[config.mk]
export PLATFORM = sky130hd
export DESIGN_NAME = local_ni
export DESIGN_NICKNAME = d
export VERILOG_FILES = /design/src/rtl/local_ni.sv
export SDC_FILE = /design/constraint.sdc
export NUM_CORES = 1
export LEC_CHECK = 0
export ABC_AREA = 1
export CORE_ASPECT_RATIO = 1.5
export CORE_UTILIZATION = 40
export CTS_BUF_LIST = sky130_fd_sc_hd__clkbuf_8
export DETAILED_ROUTE_END_ITERATION = 16
export PLACE_DENSITY_LB_ADDON = 0.1
export SLEW_MARGIN = 30
export SYNTH_ARGS = -nofsm -noshare
export SYNTH_HDL_FRONTEND = slang
export SYNTH_SLANG_ARGS = --single-unit
[constraint.sdc]
create_clock -name clk -period 26.2 [get_ports clk]
set_clock_uncertainty 0.05 [all_clocks]
set_input_delay 5.24 -clock clk [delete_from_list [all_inputs] [get_ports clk]]
set_output_delay 5.24 -clock clk [all_outputs]
set_load 0.01 [all_outputs]
[src/rtl/local_ni.sv]
// Local NI: credit-based endpoint on the router local port (TX inject, RX receive + credit return).
// Latency: core push -> net_tx_valid_o two edges; router flit -> core_rx_valid_o one edge.
// Backpressure: TX stalls at zero credits / core_tx_ready_o low when full; RX drops and flags err_o when full.

// Generic synchronous FIFO with show-ahead head; a push into a full FIFO is taken only alongside a pop.
module local_ni_fifo #(
    parameter int W     = 32,
    parameter int DEPTH = 4
) (
    input  logic         clk,
    input  logic         rst,
    input  logic         push_i,
    input  logic         pop_i,
    input  logic [W-1:0] data_i,
    output logic [W-1:0] data_o,
    output logic         full_o,
    output logic         empty_o
);
    localparam int AW = $clog2(DEPTH);

    logic [W-1:0] mem_q [DEPTH];
    logic [W-1:0] mem_d [DEPTH];
    logic [AW:0]  wr_ptr_q, wr_ptr_d;
    logic [AW:0]  rd_ptr_q, rd_ptr_d;
    logic         pop_ok;
    logic         push_ok;

    assign empty_o = (wr_ptr_q == rd_ptr_q);
    assign full_o  = (wr_ptr_q[AW] != rd_ptr_q[AW]) && (wr_ptr_q[AW-1:0] == rd_ptr_q[AW-1:0]);
    assign pop_ok  = pop_i && !empty_o;
    assign push_ok = push_i && (!full_o || pop_ok);
    // Head reads as zero while empty so stale entries never leak out.
    assign data_o  = empty_o ? '0 : mem_q[rd_ptr_q[AW-1:0]];

    // Next storage and pointer values for this cycle's push/pop.
    always_comb begin
        mem_d    = mem_q;
        wr_ptr_d = wr_ptr_q;
        rd_ptr_d = rd_ptr_q;
        if (push_ok) begin
            mem_d[wr_ptr_q[AW-1:0]] = data_i;
            wr_ptr_d                = wr_ptr_q + 1'b1;
        end
        if (pop_ok) begin
            rd_ptr_d = rd_ptr_q + 1'b1;
        end
    end

    // Storage and pointer registers; reset discards all contents.
    always_ff @(posedge clk or posedge rst) begin
        if (rst) begin
            for (int i = 0; i < DEPTH; i++) begin
                mem_q[i] <= '0;
            end
            wr_ptr_q <= '0;
            rd_ptr_q <= '0;
        end else begin
            mem_q    <= mem_d;
            wr_ptr_q <= wr_ptr_d;
            rd_ptr_q <= rd_ptr_d;
        end
    end
endmodule

module local_ni #(
    parameter int FLIT_W     = 32,
    parameter int TX_CREDITS = 4,
    parameter int TX_DEPTH   = 4,
    parameter int RX_DEPTH   = 4
) (
    input  logic                              clk,
    input  logic                              rst,
    input  logic [FLIT_W-1:0]                 core_tx_data_i,
    input  logic                              core_tx_valid_i,
    output logic                              core_tx_ready_o,
    output logic [FLIT_W-1:0]                 net_tx_data_o,
    output logic                              net_tx_valid_o,
    input  logic                              net_tx_credit_i,
    input  logic [FLIT_W-1:0]                 net_rx_data_i,
    input  logic                              net_rx_valid_i,
    output logic                              net_rx_credit_o,
    output logic [FLIT_W-1:0]                 core_rx_data_o,
    output logic                              core_rx_valid_o,
    input  logic                              core_rx_ready_i,
    output logic [$clog2(TX_CREDITS+1)-1:0]   tx_credits_o,
    output logic                              err_o
);
    localparam int CW = $clog2(TX_CREDITS + 1);
    localparam logic [CW-1:0] CRED_MAX = CW'(TX_CREDITS);

    logic [FLIT_W-1:0] tx_head;
    logic              tx_full;
    logic              tx_empty;
    logic              tx_push;
    logic              send;

    logic              rx_full;
    logic              rx_empty;
    logic              rx_pop;
    logic              rx_drop;

    logic [CW-1:0]     credits_q, credits_d;
    logic              cred_ovf;
    logic [FLIT_W-1:0] tx_data_q, tx_data_d;
    logic              tx_vld_q, tx_vld_d;
    logic              rx_credit_q, rx_credit_d;
    logic              err_q, err_d;

    // Ready is taken from the pre-pop full flag, so a full FIFO refuses a push even while it sends.
    assign core_tx_ready_o = !tx_full;
    assign tx_push         = core_tx_valid_i && !tx_full;
    assign send            = !tx_empty && (credits_q != '0);

    assign core_rx_valid_o = !rx_empty;
    assign rx_pop          = !rx_empty && core_rx_ready_i;
    assign rx_drop         = net_rx_valid_i && rx_full && !rx_pop;

    local_ni_fifo #(.W(FLIT_W), .DEPTH(TX_DEPTH)) u_tx_fifo (
        .clk     (clk),
        .rst     (rst),
        .push_i  (tx_push),
        .pop_i   (send),
        .data_i  (core_tx_data_i),
        .data_o  (tx_head),
        .full_o  (tx_full),
        .empty_o (tx_empty)
    );

    local_ni_fifo #(.W(FLIT_W), .DEPTH(RX_DEPTH)) u_rx_fifo (
        .clk     (clk),
        .rst     (rst),
        .push_i  (net_rx_valid_i),
        .pop_i   (rx_pop),
        .data_i  (net_rx_data_i),
        .data_o  (core_rx_data_o),
        .full_o  (rx_full),
        .empty_o (rx_empty)
    );

    // Credit bookkeeping: a send spends one, a return refunds one, both together cancel out.
    always_comb begin
        credits_d = credits_q;
        cred_ovf  = 1'b0;
        if (send && !net_tx_credit_i) begin
            credits_d = credits_q - 1'b1;
        end else if (!send && net_tx_credit_i) begin
            if (credits_q == CRED_MAX) begin
                cred_ovf = 1'b1;
            end else begin
                credits_d = credits_q + 1'b1;
            end
        end
    end

    // Output strobes, held TX data and the sticky error flag.
    always_comb begin
        tx_vld_d    = send;
        tx_data_d   = send ? tx_head : tx_data_q;
        rx_credit_d = rx_pop;
        err_d       = err_q || cred_ovf || rx_drop;
    end

    // Registered state; reset restores full credits and clears all strobes.
    always_ff @(posedge clk or posedge rst) begin
        if (rst) begin
            credits_q   <= CRED_MAX;
            tx_data_q   <= '0;
            tx_vld_q    <= 1'b0;
            rx_credit_q <= 1'b0;
            err_q       <= 1'b0;
        end else begin
            credits_q   <= credits_d;
            tx_data_q   <= tx_data_d;
            tx_vld_q    <= tx_vld_d;
            rx_credit_q <= rx_credit_d;
            err_q       <= err_d;
        end
    end

    assign tx_credits_o    = credits_q;
    assign net_tx_data_o   = tx_data_q;
    assign net_tx_valid_o  = tx_vld_q;
    assign net_rx_credit_o = rx_credit_q;
    assign err_o           = err_q;
endmodule

==> results <==
- The run finished with clean final reports.
- The layout cell share with drive strength beyond 1 is 6.119%.
- Counting flops with a built-in enable in the synthesized netlist gives 0.
- The number of different library cells used by synthesis comes to 27.
- Sorting the synthesized cells by area gives the leading types as dfrtp_1, nand2_1, nand4_1.
- Once the clock tree was built, the resizer swapped 0 gates to a different size.
- The final period demand of the worst path is approximately 8900 ps.
- In the final layout, the multi-input gates occupy 0.006326 mm^2.
- The core occupancy in the finished layout is about 47%.
- Once routing completed, OpenROAD measured the worst setup slack at around 17000 ps.
- The row count is 86.
- The leakage power is slightly below 9 nW.
- The post-detailed-routing wire length is between 40 and 50 mm.
- The longest clock path from root to sink contains 3 buffers.
- The launching element of the worst setup path is u_tx_fifo.rd_ptr_q[0].
- Of all nets on the critical path, the largest fanout is 68.
- The endpoint required time on the critical path is about 21000 ps.
- IR analysis of the VDD net gives a maximum drop of approximately 0.000066 V.
- The number of global-route vias before repair is around 13000.
- The die covers 0.03800 mm^2.
- The first global-routing pass estimated between 70 and 80 mm of wire.
- The critical path class is reg2out.
- Entering global routing, the biggest net connects 136 pins.
- Leaving out fill and tap cells, the most frequent cells in the layout are nand2_1, dfrtp_1, nand4_1.
- The number of warnings issued by yosys is 0.
- The net total in the final layout is 2006.
- The signed area change from the synthesized netlist to the final layout is 17.06%.
- The synthesized instance count is roughly 1900.
- The mean area per synthesized cell is ~8.0 um^2.
- The CTS tree is yes.
- The count of cells along the worst hold path is 2.
- The first detailed-routing pass ran for 5 iterations.
- Setup repair after global routing left no endpoint under its margin.
- The TritonCTS sink count is a little over 300.
- In this run the critical register-to-register path is launched from u_tx_fifo.rd_ptr_q[0].
- The first-iteration detailed-routing DRC count is 1160.
- The number of max-slew violations in the final report is 0.
- Max-cap violations in this run came to 0.
- Measured along the y axis, the die boundary spans 238.3 um.
- The insertion delay to the later sink of the worst-skew pair is between 600 and 700 ps.
- The hold slack is 414.0 ps.
- After detailed placement, the design holds a cell count of approximately 2400.
- In this run the remaining antenna-violating nets after routing total 0.
- The count of vias placed by the detailed router is between 10000 and 15000.
- The hold violation count in the final report is 0.
- Summing all non-filler instances in the final layout gives an area of about 0.017 mm^2.
- The detail-routed net length per standard cell is ~18 um.
- The share of synthesized registers carrying an async set or reset is 100.0%.
- The final worst-path cycle share is approximately a third.
- For the pin with the worst max-slew slack, the measured transition is slightly above 1000 ps.
- The worst path arrival time is approximately 3600 ps.
- The non-filler instance count after layout is between 2000 and 2500.
- Setup violations remaining at the end of the flow were counted as 0.
- The clock edge transition at the registers on the reported setup and hold paths is roughly 60 ps.
- The total DRC errors in the routed layout is 0.
- In this run the post-CTS setup repair buffer count came out at 0.
- The final global-route overflow total is 0.
- Counting the buffers created by CTS gives 52.
- Of the synthesized area, sequential elements account for 51.45%.
- The filler cells instantiated in the layout total 3660.
- STA classifies the critical path startpoint as a flip-flop.
- Before CTS, the worst setup slack after placement is about 17000 ps.
- After detailed placement, the total cell area comes to approximately 0.016 mm^2.
- The post-synthesis net count is 1955.
- The H-tree was split into 2 levels.
- STA classifies the critical path endpoint as an output pin.
- After synthesis the netlist holds a flip-flop and latch count of 306.
- The cell sitting at the root of the clock tree is a clkbuf_8.
- The leading cell type in the layout, fill and taps excluded is nand2_1.
- The number of cells traversed by the worst register-to-register path is 10.
- The power density over the cells is about 140 mW/mm^2.
- The startpoint identified for the worst hold timing path is u_rx_fifo.mem_q[53].
- The number of antenna violations at the first check in global routing was 3.
- The placer congestion estimate is 0.7468.
- For this design the top-level I/O count stands at roughly 140.
- The die width is approximately 160 um.
- The top achievable clock speed is about 110 MHz.
- The quantity of I/O buffers inserted on ports is 141.
- The sequential cells in the finished layout cover a total of about 0.0077 mm^2.
- The power after layout is approximately 2.4 mW.
- In the synthesized netlist the dominant register cell turns out to be dfrtp_1.
- The hold buffer count at cts is 0.
- In the final timing run, aggregate negative setup slack is 0 ps.
- The portion of synthesized cell area occupied by the leading cell type is between 50% and 60%.
- The mapped cell area is 0.01488 mm^2.
- The estimated wirelength of the detail-placed design is roughly 24 mm.
- For this run, the total global-route usage over all layers was measured as between 20% and 30%.
- The total area inside the core boundary comes to about 0.037 mm^2.
- The initial core utilization is about two fifths.
- Measured against its own limit, the worst slew margin works out to about a third.
- The path type of the worst min-delay path is reg2reg.
- Summed over all instances, the cell type with the most area after synthesis is dfrtp_1.
- After detailed routing, the number of vias per cell comes to ~5.4.
-- area by class of cell --
class	instances	share of cell area, %
timing repair buffer	165	9.148
clock inverter	29	0.8832
antenna	2	0.02872
sequential	306	43.98
multi-input combinational	1348	36.31
tap	484	3.476
clock buffer	64	5.055
inverter	49	1.127
-- synth_stat cells, types with 3 or more instances --
| master | count |
|---|---|
| buf_4 | 7 |
| o21ai_0 | 135 |
| dfrtp_1 | 305 |
| inv_1 | 44 |
| nand2_1 | 652 |
| inv_2 | 5 |
| nand3_1 | 40 |
| ha_1 | 14 |
| buf_1 | 52 |
| o22ai_1 | 32 |
| nand3_2 | 8 |
| nand4_1 | 258 |
| buf_2 | 50 |
| o21ai_1 | 30 |
| xnor2_1 | 8 |
| clkbuf_1 | 55 |
| nor2_1 | 164 |
| buf_6 | 3 |
-- flip-flops by register name (all words and copies together) (netlist names) --
| name | flops |
|---|---|
| u_rx_fifo.mem_q | 128 |
| u_tx_fifo.mem_q | 128 |
| net_tx_data_o | 32 |
| tx_credits_o | 3 |
| u_rx_fifo.rd_ptr_q | 3 |
| u_rx_fifo.wr_ptr_q | 3 |
| u_tx_fifo.rd_ptr_q | 3 |
| u_tx_fifo.wr_ptr_q | 3 |
| err_o | 1 |
| net_rx_credit_o | 1 |
| net_tx_valid_o | 1 |
-- worst max-delay path, cell delays in order, from the launching register on --
cell	delay (ps)
dfrtp_2	340
buf_4	660
clkinv_1	150
buf_4	400
nand2_1	140
nand2_1	130
nand3_4	460
clkdlybuf4s50_1	650
-- final timing paths --
path	end	slack [ps]
worst max-delay path	core_tx_ready_o	17310
min in group asynchronous	net_tx_valid_o	5110
worst min register to register	u_rx_fifo.mem_q[53]	410
max in group asynchronous	u_rx_fifo.mem_q[56]	19140
worst max register to register	u_tx_fifo.mem_q[15]	21530
worst min-delay path	u_rx_fifo.mem_q[53]	410
-- kinds of logic after synthesis --
| kind of cell | Yosys count | share of synthesized area, % |
|---|---|---|
| DFF | 306 | 51.45 |
| buffers and inverters | 217 | 6.229 |
| adders and majority gates | 14 | 1.177 |
| xor gates and xnor gates | 9 | 0.5296 |
| AOI/OAI and AO/OA | 199 | 6.985 |
| and+or+nand+nor | 1126 | 33.62 |
-- report_power, final --
part	leakage (nW)	internal (mW)	switching [mW]
clock	0.617	0.230	0.201
sequential	3.82	0.698	0.117
combinational	4.32	0.428	0.757
-- per-layer routing --
| metal | up-vias | GRT usage (%) | wire length, um | share of wire (%) |
|---|---|---|---|---|
| li1 | 6393 | - | - | - |
| met1 | 6451 | 28.97 | 18300 | 41 |
| met2 | 395 | 43.11 | 23250 | 52 |
| met3 | 67 | 3.772 | 2301 | 5.1 |
| met4 | 2 | 7.547 | 913 | 2.0 |
| met5 | - | 0 | 13 | 0.029 |
Power figures use the tool's default switching activity.
